File: src/rtl/map_dscr_bx_if.sv
// Cart-side bus bundle for map_dscr_bx: CPU bus, PPU bus, configuration
// straps, save-state port and the mapped PRG/CHR/SRAM/CIRAM outputs.
// The mapper attaches through the slave modport; the cart/host side uses master.
interface map_dscr_bx_if;
  logic [15:0] cpu_addr;
  logic [7:0]  cpu_dat;
  logic        cpu_rw;
  logic        cpu_ce;
  logic [7:0]  prg_dat;
  logic [13:0] ppu_addr;
  logic        ppu_oe;
  logic        ppu_we;
  logic        cfg_chr_ram;
  logic        cfg_mir_v;
  logic        ss_act;
  logic        ss_we;
  logic [7:0]  ss_addr;

  logic [22:0] prg_addr;
  logic [19:0] chr_addr;
  logic        rom_ce;
  logic        ram_ce;
  logic        ram_we;
  logic        chr_ce;
  logic        chr_we;
  logic        ciram_ce;
  logic        ciram_a10;
  logic [7:0]  ss_rdat;

  modport slave (
    input  cpu_addr, cpu_dat, cpu_rw, cpu_ce, prg_dat,
    input  ppu_addr, ppu_oe, ppu_we, cfg_chr_ram, cfg_mir_v,
    input  ss_act, ss_we, ss_addr,
    output prg_addr, chr_addr, rom_ce, ram_ce, ram_we,
    output chr_ce, chr_we, ciram_ce, ciram_a10, ss_rdat
  );

  modport master (
    output cpu_addr, cpu_dat, cpu_rw, cpu_ce, prg_dat,
    output ppu_addr, ppu_oe, ppu_we, cfg_chr_ram, cfg_mir_v,
    output ss_act, ss_we, ss_addr,
    input  prg_addr, chr_addr, rom_ce, ram_ce, ram_we,
    input  chr_ce, chr_we, ciram_ce, ciram_a10, ss_rdat
  );
endinterface

File: src/rtl/map_dscr_bx.sv
// Discrete-logic bank-switching mapper: BxROM, NINA-001, AxROM, GxROM, or
// AUTO (first register write locks BxROM or NINA-001 decoding).
// State updates on the falling edge of M2; map_rst clears everything async.
// Optional feature macro: BUS_CONFLICT_EN (AND write data with ROM data on
// $8000+ writes in the discrete-latch modes).
module map_dscr_bx #(
  parameter int unsigned PRG_BW  = 4,
  parameter int unsigned CHR_BW  = 5,
  parameter int unsigned MODE    = 4,
  parameter int unsigned MAP_IDX = 34
) (
  input  logic          m2,
  input  logic          map_rst,
  map_dscr_bx_if.slave  bus
);

  typedef enum logic [1:0] {
    LK_IDLE = 2'd0,
    LK_BX   = 2'd1,
    LK_NINA = 2'd2
  } lock_e;

  typedef enum logic [1:0] {
    M_BX   = 2'd0,
    M_NINA = 2'd1,
    M_AX   = 2'd2,
    M_GX   = 2'd3
  } mode_e;

  logic [PRG_BW-1:0] prg_q, prg_d;
  logic [CHR_BW-1:0] chr0_q, chr0_d;
  logic [CHR_BW-1:0] chr1_q, chr1_d;
  logic              mir_q, mir_d;
  lock_e             lock_q, lock_d, lock_bus;

  mode_e       rd_mode;
  mode_e       wr_mode;
  logic        bus_wr;
  logic        nina_reg;
  logic [7:0]  wdat;
  logic        chr_ram_eff;

  assign bus_wr   = !bus.cpu_rw && !bus.ss_act;
  assign nina_reg = (bus.cpu_addr[15:2] == 14'h1FFF) && (bus.cpu_addr[1:0] != 2'b00);

  // Lock transition caused by the current bus write (AUTO only)
  always_comb begin
    lock_bus = lock_q;
    if (MODE == 4 && bus_wr && lock_q == LK_IDLE) begin
      if (bus.cpu_addr[15])
        lock_bus = LK_BX;
      else if (nina_reg)
        lock_bus = LK_NINA;
    end
  end

  // Decode modes: the locking write is already decoded in its new mode
  always_comb begin
    if (MODE < 4) begin
      rd_mode = mode_e'(MODE[1:0]);
      wr_mode = mode_e'(MODE[1:0]);
    end else begin
      rd_mode = (lock_q == LK_NINA) ? M_NINA : M_BX;
      wr_mode = (lock_bus == LK_NINA) ? M_NINA : M_BX;
    end
  end

  // Effective write data (bus conflicts only in the discrete-latch modes)
  always_comb begin
`ifdef BUS_CONFLICT_EN
    wdat = (wr_mode != M_NINA && bus.cpu_addr[15]) ? (bus.cpu_dat & bus.prg_dat) : bus.cpu_dat;
`else
    wdat = bus.cpu_dat;
`endif
  end

  // Next-state: save-state access has priority over bus writes
  always_comb begin
    prg_d  = prg_q;
    chr0_d = chr0_q;
    chr1_d = chr1_q;
    mir_d  = mir_q;
    lock_d = lock_q;
    if (bus.ss_act) begin
      if (bus.ss_we) begin
        case (bus.ss_addr)
          8'd0:    prg_d  = PRG_BW'(bus.cpu_dat);
          8'd1:    chr0_d = CHR_BW'(bus.cpu_dat);
          8'd2:    chr1_d = CHR_BW'(bus.cpu_dat);
          8'd3: begin
            lock_d = lock_e'(bus.cpu_dat[5:4]);
            mir_d  = bus.cpu_dat[0];
          end
          default: ;
        endcase
      end
    end else if (!bus.cpu_rw) begin
      lock_d = lock_bus;
      case (wr_mode)
        M_BX: if (bus.cpu_addr[15]) prg_d = PRG_BW'(wdat);
        M_NINA: begin
          case (bus.cpu_addr)
            16'h7FFD: prg_d  = PRG_BW'(wdat);
            16'h7FFE: chr0_d = CHR_BW'(wdat);
            16'h7FFF: chr1_d = CHR_BW'(wdat);
            default:  ;
          endcase
        end
        M_AX: if (bus.cpu_addr[15]) begin
          prg_d = PRG_BW'(wdat[2:0]);
          mir_d = wdat[4];
        end
        M_GX: if (bus.cpu_addr[15]) begin
          prg_d  = PRG_BW'(wdat[5:4]);
          chr0_d = CHR_BW'(wdat[1:0]);
        end
        default: ;
      endcase
    end
  end

  // Bank, mirroring and lock registers, committed on falling M2
  always_ff @(negedge m2 or posedge map_rst) begin
    if (map_rst) begin
      prg_q  <= '0;
      chr0_q <= '0;
      chr1_q <= '0;
      mir_q  <= 1'b0;
      lock_q <= LK_IDLE;
    end else begin
      prg_q  <= prg_d;
      chr0_q <= chr0_d;
      chr1_q <= chr1_d;
      mir_q  <= mir_d;
      lock_q <= lock_d;
    end
  end

  // PRG / SRAM address and strobes
  always_comb begin
    bus.prg_addr = {(bus.cpu_ce ? 8'h00 : 8'(prg_q)), bus.cpu_addr[14:0]};
    bus.rom_ce   = !bus.cpu_ce;
    bus.ram_ce   = (bus.cpu_addr[15:13] == 3'b011);
    bus.ram_we   = (bus.cpu_addr[15:13] == 3'b011) && !bus.cpu_rw;
  end

  // CHR address, PPU strobes and nametable select
  always_comb begin
    case (rd_mode)
      M_NINA:  bus.chr_addr = bus.cfg_chr_ram ? 20'(bus.ppu_addr[12:0])
                            : {(bus.ppu_addr[12] ? 8'(chr1_q) : 8'(chr0_q)), bus.ppu_addr[11:0]};
      M_GX:    bus.chr_addr = 20'({chr0_q, bus.ppu_addr[12:0]});
      default: bus.chr_addr = 20'(bus.ppu_addr[12:0]);
    endcase
    // BxROM and AxROM boards always carry CHR RAM
    chr_ram_eff   = bus.cfg_chr_ram || rd_mode == M_BX || rd_mode == M_AX;
    bus.chr_ce    = !bus.ppu_addr[13];
    bus.ciram_ce  = !bus.ppu_addr[13];
    bus.chr_we    = chr_ram_eff && !bus.ppu_we && !bus.ppu_addr[13];
    bus.ciram_a10 = (rd_mode == M_AX) ? mir_q
                  : (bus.cfg_mir_v ? bus.ppu_addr[10] : bus.ppu_addr[11]);
  end

  // Save-state read-back
  always_comb begin
    case (bus.ss_addr)
      8'd0:    bus.ss_rdat = 8'(prg_q);
      8'd1:    bus.ss_rdat = 8'(chr0_q);
      8'd2:    bus.ss_rdat = 8'(chr1_q);
      8'd3:    bus.ss_rdat = {2'b00, lock_q, 3'b000, mir_q};
      8'd127:  bus.ss_rdat = 8'(MAP_IDX);
      default: bus.ss_rdat = 8'hFF;
    endcase
  end

  // Inputs this mapper has no use for in the current build
  logic unused_ok;
`ifdef BUS_CONFLICT_EN
  assign unused_ok = &{1'b0, bus.ppu_oe};
`else
  assign unused_ok = &{1'b0, bus.ppu_oe, bus.prg_dat};
`endif

endmodule

File: src/flat_wrapper.sv
// flat-port wrapper written by rule: the top's interface ports become plain ports
module map_dscr_bx_flat 
#(
  parameter int unsigned PRG_BW  = 4,
  parameter int unsigned CHR_BW  = 5,
  parameter int unsigned MODE    = 4,
  parameter int unsigned MAP_IDX = 34
)
  (m2, map_rst, bus_cpu_addr, bus_cpu_dat, bus_cpu_rw, bus_cpu_ce, bus_prg_dat, bus_ppu_addr, bus_ppu_oe, bus_ppu_we, bus_cfg_chr_ram, bus_cfg_mir_v, bus_ss_act, bus_ss_we, bus_ss_addr, bus_prg_addr, bus_chr_addr, bus_rom_ce, bus_ram_ce, bus_ram_we, bus_chr_ce, bus_chr_we, bus_ciram_ce, bus_ciram_a10, bus_ss_rdat);
  map_dscr_bx_if bus_i ();
  input  logic m2;
  input  logic map_rst;
  input wire logic [$bits(bus_i.cpu_addr)-1:0] bus_cpu_addr;
  input wire logic [$bits(bus_i.cpu_dat)-1:0] bus_cpu_dat;
  input wire logic [$bits(bus_i.cpu_rw)-1:0] bus_cpu_rw;
  input wire logic [$bits(bus_i.cpu_ce)-1:0] bus_cpu_ce;
  input wire logic [$bits(bus_i.prg_dat)-1:0] bus_prg_dat;
  input wire logic [$bits(bus_i.ppu_addr)-1:0] bus_ppu_addr;
  input wire logic [$bits(bus_i.ppu_oe)-1:0] bus_ppu_oe;
  input wire logic [$bits(bus_i.ppu_we)-1:0] bus_ppu_we;
  input wire logic [$bits(bus_i.cfg_chr_ram)-1:0] bus_cfg_chr_ram;
  input wire logic [$bits(bus_i.cfg_mir_v)-1:0] bus_cfg_mir_v;
  input wire logic [$bits(bus_i.ss_act)-1:0] bus_ss_act;
  input wire logic [$bits(bus_i.ss_we)-1:0] bus_ss_we;
  input wire logic [$bits(bus_i.ss_addr)-1:0] bus_ss_addr;
  output wire logic [$bits(bus_i.prg_addr)-1:0] bus_prg_addr;
  output wire logic [$bits(bus_i.chr_addr)-1:0] bus_chr_addr;
  output wire logic [$bits(bus_i.rom_ce)-1:0] bus_rom_ce;
  output wire logic [$bits(bus_i.ram_ce)-1:0] bus_ram_ce;
  output wire logic [$bits(bus_i.ram_we)-1:0] bus_ram_we;
  output wire logic [$bits(bus_i.chr_ce)-1:0] bus_chr_ce;
  output wire logic [$bits(bus_i.chr_we)-1:0] bus_chr_we;
  output wire logic [$bits(bus_i.ciram_ce)-1:0] bus_ciram_ce;
  output wire logic [$bits(bus_i.ciram_a10)-1:0] bus_ciram_a10;
  output wire logic [$bits(bus_i.ss_rdat)-1:0] bus_ss_rdat;
  assign bus_i.cpu_addr = bus_cpu_addr;
  assign bus_i.cpu_dat = bus_cpu_dat;
  assign bus_i.cpu_rw = bus_cpu_rw;
  assign bus_i.cpu_ce = bus_cpu_ce;
  assign bus_i.prg_dat = bus_prg_dat;
  assign bus_i.ppu_addr = bus_ppu_addr;
  assign bus_i.ppu_oe = bus_ppu_oe;
  assign bus_i.ppu_we = bus_ppu_we;
  assign bus_i.cfg_chr_ram = bus_cfg_chr_ram;
  assign bus_i.cfg_mir_v = bus_cfg_mir_v;
  assign bus_i.ss_act = bus_ss_act;
  assign bus_i.ss_we = bus_ss_we;
  assign bus_i.ss_addr = bus_ss_addr;
  assign bus_prg_addr = bus_i.prg_addr;
  assign bus_chr_addr = bus_i.chr_addr;
  assign bus_rom_ce = bus_i.rom_ce;
  assign bus_ram_ce = bus_i.ram_ce;
  assign bus_ram_we = bus_i.ram_we;
  assign bus_chr_ce = bus_i.chr_ce;
  assign bus_chr_we = bus_i.chr_we;
  assign bus_ciram_ce = bus_i.ciram_ce;
  assign bus_ciram_a10 = bus_i.ciram_a10;
  assign bus_ss_rdat = bus_i.ss_rdat;
  map_dscr_bx #(.PRG_BW(PRG_BW), .CHR_BW(CHR_BW), .MODE(MODE), .MAP_IDX(MAP_IDX)) u_core (.m2(m2), .map_rst(map_rst), .bus(bus_i));
endmodule
File: config.mk
export PLATFORM = sky130hd
export DESIGN_NAME = map_dscr_bx_flat
export DESIGN_NICKNAME = d
export VERILOG_FILES = /design/src/rtl/map_dscr_bx_if.sv /design/src/rtl/map_dscr_bx.sv /design/src/flat_wrapper.sv
export SDC_FILE = /design/constraint.sdc
export NUM_CORES = 1
export LEC_CHECK = 0
export ABC_CLOCK_PERIOD_IN_PS = 4990
export CAP_MARGIN = 20
export CORE_UTILIZATION = 25
export DETAILED_ROUTE_END_ITERATION = 12
export GPL_TIMING_DRIVEN = 0
export PLACE_DENSITY = 0.74
export RECOVER_POWER = 100
export SETUP_SLACK_MARGIN = 0.02
export SLEW_MARGIN = 20
export SYNTH_ARGS = -nofsm -noshare
export SYNTH_HDL_FRONTEND = slang
export SYNTH_SLANG_ARGS = --single-unit
File: constraint.sdc
create_clock -name m2 -period 4.99 [get_ports m2]
set_clock_uncertainty 0.05 [all_clocks]
set_input_delay 0.7485 -clock m2 [delete_from_list [all_inputs] [get_ports m2]]
set_output_delay 0.7485 -clock m2 [all_outputs]
set_load 0.02 [all_outputs]
==> impl_metrics.tcl, run 1 <==
set metrics [dict create \
    cp_max_fo 5 \
    die_h_um 78.49 \
    ys_ff_latch 17 \
    syn_to_final_growth_pct 78.87 \
    antenna_found_initial 0 \
    cts_max_path_buffers 2 \
    antenna_cells 0 \
    track_usage_pct 14.11 \
    dp.final_hpwl_um 3468 \
    worst_ep_arrival_time_ps 2860 \
    core-area_um2 5574 \
    die_w_um 78.49 \
    p_per_area_nw_per_um2 160.2 \
    grt_pass1_vias 1458 \
    avgSynthCellArea_um2 8.973 \
    cts-buffers-inserted 3 \
    clk_pin_slew_worst_paths_ps 50 \
    route.detailed.drc 0 \
    cts_hold_buf 0 \
    cts_sinks 17 \
    tightest_slew_ps 664.8 \
    yosys_warnings 0 \
    rsz0062_at_grt "yes" \
    drive_gt1_share_pct 29.74 \
    most-common-layout-cells "40 x buf_4, 40 x dlygate4sd3_1, 35 x clkdlybuf4s50_1" \
    violations "negative setup slack" \
    via_per_inst 4.387 \
    grt_pass1_wl_um 6900 \
    startpoint_type "input pin" \
    firstDrtPassIters 4 \
    synthDistinctLibCells 33 \
    status "finished with violations" \
    place_area_um2 2491 \
    drt_iter0_markers 36 \
    relSlewSlack_pct 55.68 \
    final.setup.tns_ps -3429 \
    routed_wl_um 4429 \
    synthArstFlopShare_pct 100.0 \
    synth-main-ff-cell "dfrtn_1" \
    start_util_pct 26.24 \
    wl_per_cell_um 12.99 \
    nets 334 \
    portBuffers 91 \
    finalHoldViolations 0 \
    drv_slew 0 \
    overflow 0 \
    whs_ps 409.9 \
    end_kind "register" \
    critical_path_class "in2reg" \
    vias 1496 \
    rows 27 \
    required_ps 2560 \
    clk_latency_ps 270 \
    ir_worst_vdd_mv 0.1010 \
    stdcell_count 341 \
    ioPinCount 122 \
    place_inst 332 \
    htree_levels 1 \
    ys_seq_area_share_pct 29.08 \
    maxCapViolations 0 \
    dieArea_um2 6161 \
    hold_class "reg2reg" \
    syn_inst 163 \
    globalRouteMet1Util_pct 18.48 \
    top_usage_layer "met2" \
    use_met3_pct 2.442 \
    clock-root-buffer "clkbuf_8" \
    setup_viol 17 \
    fin_ws_ps -307.5 \
    synth_edf_count 0 \
    cts_tree "yes" \
    final_area_um2 2616 \
    grt_use_met2_pct 23.51 \
    grt_max_degree 18 \
    netlist_area_um2 1463 \
    gp_congestion 0.8098 \
    cellLeakagePower_uw 0.001150 \
    antenna_left 0 \
]
## cells in the mapped netlist, types with 4 or more instances
cell type	instances	area [um^2]
o21ai_0	6	30.03
inv_1	8	30.03
mux2_4	5	75.07
a21oi_1	8	40.04
nor2b_1	6	37.54
mux2i_1	7	70.07
buf_4	36	270.3
mux2_2	12	135.1
dfrtn_1	17	425.4
nor3_1	4	20.02
nand2_1	8	30.03
nor2_1	12	45.04
clkbuf_1	4	15.01
## critical path, stage by stage
cell and delay [ps]:
buf_6 90, or4_4 520, or3_4 400, or4_4 490, a22o_4 310, mux2_4 300
## where the power goes
part	internal, uW	switching, uW	total [uW]
combinational	89.3	71.3	161
sequential	148	7.05	155
clock	55.4	48.3	104
total	292	127	419
## cell families after synthesis
| kind of cell | Yosys count | synth area share [%] |
|---|---|---|
| other cells | 1 | 0.2564 |
| flops | 17 | 29.08 |
| buf+inv | 49 | 21.90 |
| simple gates | 50 | 18.65 |
| compound gates | 21 | 9.411 |
| mux | 25 | 20.70 |
## metal layers
layer	wire, um	vias to the layer above
li1	-	742
met1	1894	678
met5	0	-
met2	2130	69
met3	335	7
met4	69	0
## metrics by stage
| stage | util [%] | power [uW] | setup slack [ps] |
|---|---|---|---|
| 3_5_place_dp | 44.69 | 323.4 | -1007 |
| 4_1_cts | 47.23 | 428.7 | -423.3 |
| 5_1_grt | 46.94 | 440.2 | -335.2 |
| 3_3_place_gp | 44.69 | 321.1 | -1000 |
| 6_report | 46.94 | 419.1 | -307.5 |
| 2_1_floorplan | - | 239.4 | -488.7 |
## path summary, 6_finish.rpt
path,endpoint,start,slack [ps],depth (start not counted)
max,u_core.chr1_q[3]$_DFFE_NP0P_,bus_ss_addr[7],-310,6
min,u_core.mir_q$_DFFE_NP0P_,u_core.mir_q$_DFFE_NP0P_,410,1
max reg2reg,u_core.chr1_q[3]$_DFFE_NP0P_,u_core.lock_q[0]$_DFFE_NP0P_,3130,5
min reg2reg,u_core.mir_q$_DFFE_NP0P_,u_core.mir_q$_DFFE_NP0P_,410,1
max in group asynchronous,u_core.prg_q[3]$_DFFE_NP0P_,map_rst,1100,2
min in group asynchronous,u_core.mir_q$_DFFE_NP0P_,map_rst,3340,2
## sequential cells by signal, indices dropped and copies added (netlist names)
register and flops:
u_core.chr1_q 5, u_core.prg_q 4, u_core.lock_q 2, u_core.chr0_q 5
u_core.mir_q 1
## repair_timing
| action | CTS | global route |
|---|---|---|
| setup endpoints to repair | 27 | 23 |
| resized for setup | 43 | 12 |
| setup buffers | 6 | 0 |
| pin swaps | 8 | 4 |
## area by class of cell
cell class              count  area, um^2
well taps                  72       90.09
clock buffers               3       41.29
multi-input cells         103       815.8
clock inverters             1       5.005
inverters                   8       30.03
plain buffers              40       285.3
fillers                   572        2958
repair buffers             97       923.4
flip-flops and latches     17       425.4
(Power assumes the default switching activity.)
==> run 2: changes to the inputs <==
Settings changed: ABC_CLOCK_PERIOD_IN_PS 4990 to 6800, SETUP_SLACK_MARGIN 0.02 to not set.
Clock period 4.99 ns to 6.8 ns, I/O delays scaled along.
==> run 2 against run 1 <==
  * The flow now finishes without violations
  * Count of clock-buffer cells in the layout grew 1
  * Setup slack gained 370 ps
  * Non-clock buffer count shrank 4
  * Utilization shrank 1.6 points
  * Sequential share of layout area grew 0.59 points
  * Global-route usage grew 0.25 points
  * Routed wire length shrank 1.5%
  * Power shrank 28%
  * Die area is the same
  * Clock power shrank 29%
  * Via count grew 0.33%
  * Sequential power shrank 27%
  * Largest cell class unchanged
==> impl_metrics.tcl, run 2 (synthesis results as in run 1) <==
set metrics [dict create \
    drive_gt1_share_pct 22.26 \
    die_h_um 78.49 \
    core-area_um2 5574 \
    rows 27 \
    track_usage_pct 14.36 \
    critPathLaunch "bus_ss_addr[6]" \
    cts-buffers-inserted 3 \
    final_common_cell "dlygate4sd3_1" \
    end_kind "register" \
    antenna_found_initial 0 \
    r2r_cells 5 \
    crit_top_cell "or4_4" \
    ir_worst_vdd_mv 0.1107 \
    routed_wl_um 4364 \
    portBuffers 91 \
    maxCapViolations 0 \
    syn_to_final_growth_pct 72.63 \
    cts_tree "yes" \
    htree_levels 1 \
    grt_pass1_vias 1520 \
    startpoint_type "input pin" \
    dp.final_hpwl_um 3516 \
    cts_max_path_buffers 2 \
    relSlewSlack_pct 55.29 \
    grt_max_degree 18 \
    setup_viol 0 \
    nets 330 \
    critical_path_class "in2reg" \
    crit-reg2reg-launch "u_core.lock_q[0]$_DFFE_NP0P_" \
    stdcell_count 337 \
    clock-root-buffer "clkbuf_8" \
    timing.rr.end "u_core.chr1_q[0]$_DFFE_NP0P_" \
    cellLeakagePower_uw 0.001094 \
    antenna_left 0 \
    grt_pass1_wl_um 6955 \
    rrSetupSlack_ps 4850 \
    rsz0062_at_grt "no" \
    clk_latency_ps 260 \
    crit_slowest_cell "or4_4" \
    start_util_pct 26.24 \
    gp_congestion 0.8290 \
    reg_top3 "u_core.chr0_q: 5 flops, u_core.chr1_q: 5 flops, u_core.prg_q: 4 flops" \
    tightest_slew_ps 669.9 \
    cts_sinks 17 \
    finalHoldViolations 0 \
    dieArea_um2 6161 \
    place_inst 332 \
    cp_max_fo 5 \
    status "completed" \
    route.detailed.drc 0 \
    power_uw 302.7 \
    clk_pin_slew_worst_paths_ps 40 \
    via_per_inst 4.454 \
    ioPinCount 122 \
    hold_class "reg2reg" \
    drv_slew 0 \
    worstPathCellList "dlygate4sd2_1, or4_4, or3_1, clkbuf_1, or4_4, a22o_4, mux2_1" \
    worst_ep_arrival_time_ps 3390 \
    overflow 0 \
    antenna_cells 0 \
    wl_per_cell_um 12.95 \
    cp-endpoint "u_core.chr1_q[0]$_DFFE_NP0P_" \
    vias 1501 \
    critPathMaxStageDelay_ps 530 \
    required_ps 3460 \
    die_w_um 78.49 \
    p_per_area_nw_per_um2 119.9 \
    hold_depth 1 \
    drt_iter0_markers 52 \
    fill_cells 543 \
    cts_hold_buf 0 \
    most-common-layout-cells "51 x dlygate4sd3_1, 37 x buf_4, 36 x clkdlybuf4s50_1" \
    firstDrtPassIters 4 \
]
run 2: cell types whose count changed in the layout (fill, tap and decap cells not counted), sizes merged:
| cell | previous run | this run |
|---|---|---|
| buf | 45 | 37 |
| dlygate4sd2 | 7 | 4 |
| clkdlybuf4s50 | 35 | 36 |
| clkdlybuf4s15 | 1 | 0 |
| clkinv | 1 | 0 |
| clkbuf | 12 | 9 |
| dlygate4sd3 | 40 | 51 |
run 2: area by class of cell:
type	count	area, um^2	share of cell area, %
Clock buffer	4	45.04	1.784
Multi-Input combinational cell	103	732.0	28.99
Inverter	8	30.03	1.189
Sequential cell	17	425.4	16.85
Tap cell	72	90.09	3.568
Timing Repair Buffer	92	913.4	36.17
Buffer	41	289.0	11.45
run 2: stage by stage:
| stage | util, % | area [um^2] | hold slack, ps | TNS [ps] | setup WS (ps) |
|---|---|---|---|---|---|
| after floorplan | - | 1485 | 384.5 | 0 | 144.6 |
| after global placement | 44.60 | 2486 | 407.1 | -2091 | -355.8 |
| after detailed placement | 44.60 | 2486 | 413.0 | -2457 | -391.3 |
| after CTS | 45.63 | 2544 | 412.9 | 0 | 63.86 |
| after global routing | 45.30 | 2525 | 429.5 | 0 | 39.81 |
| final | 45.30 | 2525 | 410.8 | 0 | 63.75 |
run 2: critical path: cells and delay by family:
family / cells / cell delay, ps
simple gates: 3 / 1360
buf+inv: 2 / 380
compound gates: 1 / 310
mux: 1 / 310
run 2: power breakdown:
| part | total (uW) | switching, uW | internal [uW] | leakage [uW] |
|---|---|---|---|---|
| clock network | 73.7 | 32.2 | 41.5 | 0.0000228 |
| logic | 116 | 51.1 | 64.4 | 0.000854 |
| registers | 113 | 5.14 | 108 | 0.000218 |
run 2: per-layer routing:
metal / part of all wire (%) / up-vias / GRT usage, %
met1: 43 / 672 / 17.70
li1: - / 736 / -
met3: 6.7 / 12 / 1.744
met4: 2.4 / 0 / 7.037
met5: 0 / - / 0
met2: 48 / 81 / 24.56
run 2: timing repair:
action                     4_1_cts  5_1_grt
buffers inserted                 1        0
setup endpoints to repair        5        0
gates resized for setup          7        0
run 2: worst min path at each step:
stage	end	from	slack, ps
2_1_floorplan	u_core.mir_q$_DFFE_NP0P_	u_core.mir_q$_DFFE_NP0P_	380
3_3_place_gp	u_core.mir_q$_DFFE_NP0P_	u_core.mir_q$_DFFE_NP0P_	410
3_5_place_dp	u_core.mir_q$_DFFE_NP0P_	u_core.mir_q$_DFFE_NP0P_	410
4_1_cts	u_core.mir_q$_DFFE_NP0P_	u_core.mir_q$_DFFE_NP0P_	410
5_1_grt	u_core.chr1_q[0]$_DFFE_NP0P_	u_core.chr1_q[0]$_DFFE_NP0P_	430
6_report	u_core.mir_q$_DFFE_NP0P_	u_core.mir_q$_DFFE_NP0P_	410
==> run 3: changes to the inputs <==
Settings changed: SETUP_SLACK_MARGIN set to 0.4, SLEW_MARGIN 20 to 25.
==> run 3 against run 2 <==
  * Critical path depth did not move
  * Sequential share of layout area about the same
  * Hold slack improved by 16 ps
  * Register-to-register slack improved by 30 ps
  * Global-route usage down 0.19 points
  * Critical path type unchanged
  * Critical endpoint is now u_core.chr1_q[2]$_DFFE_NP0P_
==> impl_metrics.tcl, run 3 (synthesis results as in run 1) <==
set metrics [dict create \
    status "completed" \
    routed_wl_um 4513 \
    core-area_um2 5574 \
    portBuffers 91 \
    nets 332 \
    die_h_um 78.49 \
    critical_path_class "in2reg" \
    cp-endpoint "u_core.chr1_q[2]$_DFFE_NP0P_" \
    track_usage_pct 14.16 \
    die_w_um 78.49 \
    syn_to_final_growth_pct 72.54 \
    ioPinCount 122 \
    worst_ep_arrival_time_ps 3260 \
    required_ps 3460 \
    antenna_found_initial 0 \
    clk_latency_ps 270 \
    clock-root-buffer "clkbuf_8" \
    power_uw 305.5 \
    final_area_um2 2524 \
    antenna_cells 0 \
    regArea_um2 425.4 \
    fill_cells 566 \
    end_kind "register" \
    maxCapViolations 0 \
    hold_class "reg2reg" \
    rsz0062_at_grt "yes" \
    cp_max_fo 5 \
    place_area_um2 2486 \
    p_per_area_nw_per_um2 121.1 \
    rows 27 \
    drv_slew 0 \
    relSlewSlack_pct 55.22 \
    cts_max_path_buffers 2 \
    wl_per_cell_um 13.31 \
    setup_viol 0 \
    startpoint_type "input pin" \
    whs_ps 426.4 \
    finalHoldViolations 0 \
    antenna_left 0 \
    dp.final_hpwl_um 3508 \
    grt_max_degree 18 \
    cts_sinks 17 \
    multi_input_area_um2 725.7 \
    hp-start "u_core.lock_q[1]$_DFFE_NP0P_" \
    cts_hold_buf 0 \
    firstDrtPassIters 4 \
    gp_congestion 0.8092 \
    cellLeakagePower_uw 0.001105 \
    cts_tree "yes" \
    most-common-layout-cells "47 x dlygate4sd3_1, 38 x buf_4, 34 x clkdlybuf4s50_1" \
    final_common_cell "dlygate4sd3_1" \
    route.detailed.drc 0 \
    fin_util_pct 45.28 \
    pre_cts_ws_ps -396.9 \
    r2r_cells 5 \
    tightest_slew_ps 671.7 \
    drt_iter0_markers 86 \
    via_per_inst 4.549 \
    drive_gt1_share_pct 23.97 \
    rrSetupSlack_ps 4880 \
    grt_pass1_wl_um 6762 \
    dieArea_um2 6161 \
    fin_ws_ps 194.0 \
    reg_top3 "u_core.chr0_q: 5 flops, u_core.chr1_q: 5 flops, u_core.prg_q: 4 flops" \
    start_util_pct 26.24 \
    overflow 0 \
    vias 1542 \
    clk_pin_slew_worst_paths_ps 50 \
    ir_worst_vdd_mv 0.1003 \
    timing.rr.end "u_core.chr1_q[2]$_DFFE_NP0P_" \
    cts-buffers-inserted 3 \
    grt_pass1_vias 1405 \
    critPathLaunch "bus_ss_addr[6]" \
    crit-reg2reg-launch "u_core.lock_q[0]$_DFFE_NP0P_" \
    htree_levels 1 \
]
## run 3: worst min path at each step
stage | endpoint | slack, ps | cells after the start
final | u_core.lock_q[1]$_DFFE_NP0P_ | 430 | 1
after global routing | u_core.lock_q[1]$_DFFE_NP0P_ | 430 | 1
after global placement | u_core.mir_q$_DFFE_NP0P_ | 410 | 1
after CTS | u_core.mir_q$_DFFE_NP0P_ | 420 | 1
after detailed placement | u_core.mir_q$_DFFE_NP0P_ | 420 | 1
after floorplan | u_core.mir_q$_DFFE_NP0P_ | 380 | 1
## run 3: timing repair
item	in CTS	in global routing
setup endpoints to repair	22	12
pin swaps	4	4
gates cloned	0	0
resized for setup	25	5
setup buffers	2	1
## run 3: stage by stage
stage	setup TNS, ps	cells
after floorplan	0	169
after global placement	-2175	332
after detailed placement	-2346	332
after CTS	0	338
after global routing	0	339
final	0	339
## run 3: area by class of cell
| cell class | instances | area share (%) |
|---|---|---|
| repair buffers | 94 | 36.09 |
| multi-input cells | 103 | 28.76 |
| flip-flops and latches | 17 | 16.86 |
| plain buffers | 41 | 11.75 |
| well taps | 72 | 3.570 |
| clock buffers | 4 | 1.785 |
| inverters | 8 | 1.190 |
## run 3: where the power goes
group / internal [uW] / switching, uW
sequential: 108 / 5.10
combinational: 64.8 / 51.5
clock: 41.6 / 34.1
total: 215 / 90.8
## run 3: metal layers
layer / share of wire [%] / up-vias / track usage [%]
met5: 0 / - / 0
met3: 8.1 / 9 / 2.791
met2: 49 / 74 / 24.74
met4: 1.5 / 0 / 4.815
met1: 42 / 718 / 17.22
li1: - / 741 / -
## run 3: worst max-delay path, cell delays in order
cell,delay [ps]
buf_6,90
or4_4,520
or3_1,330
buf_6,130
or4_4,470
a22o_1,340
mux2_1,360
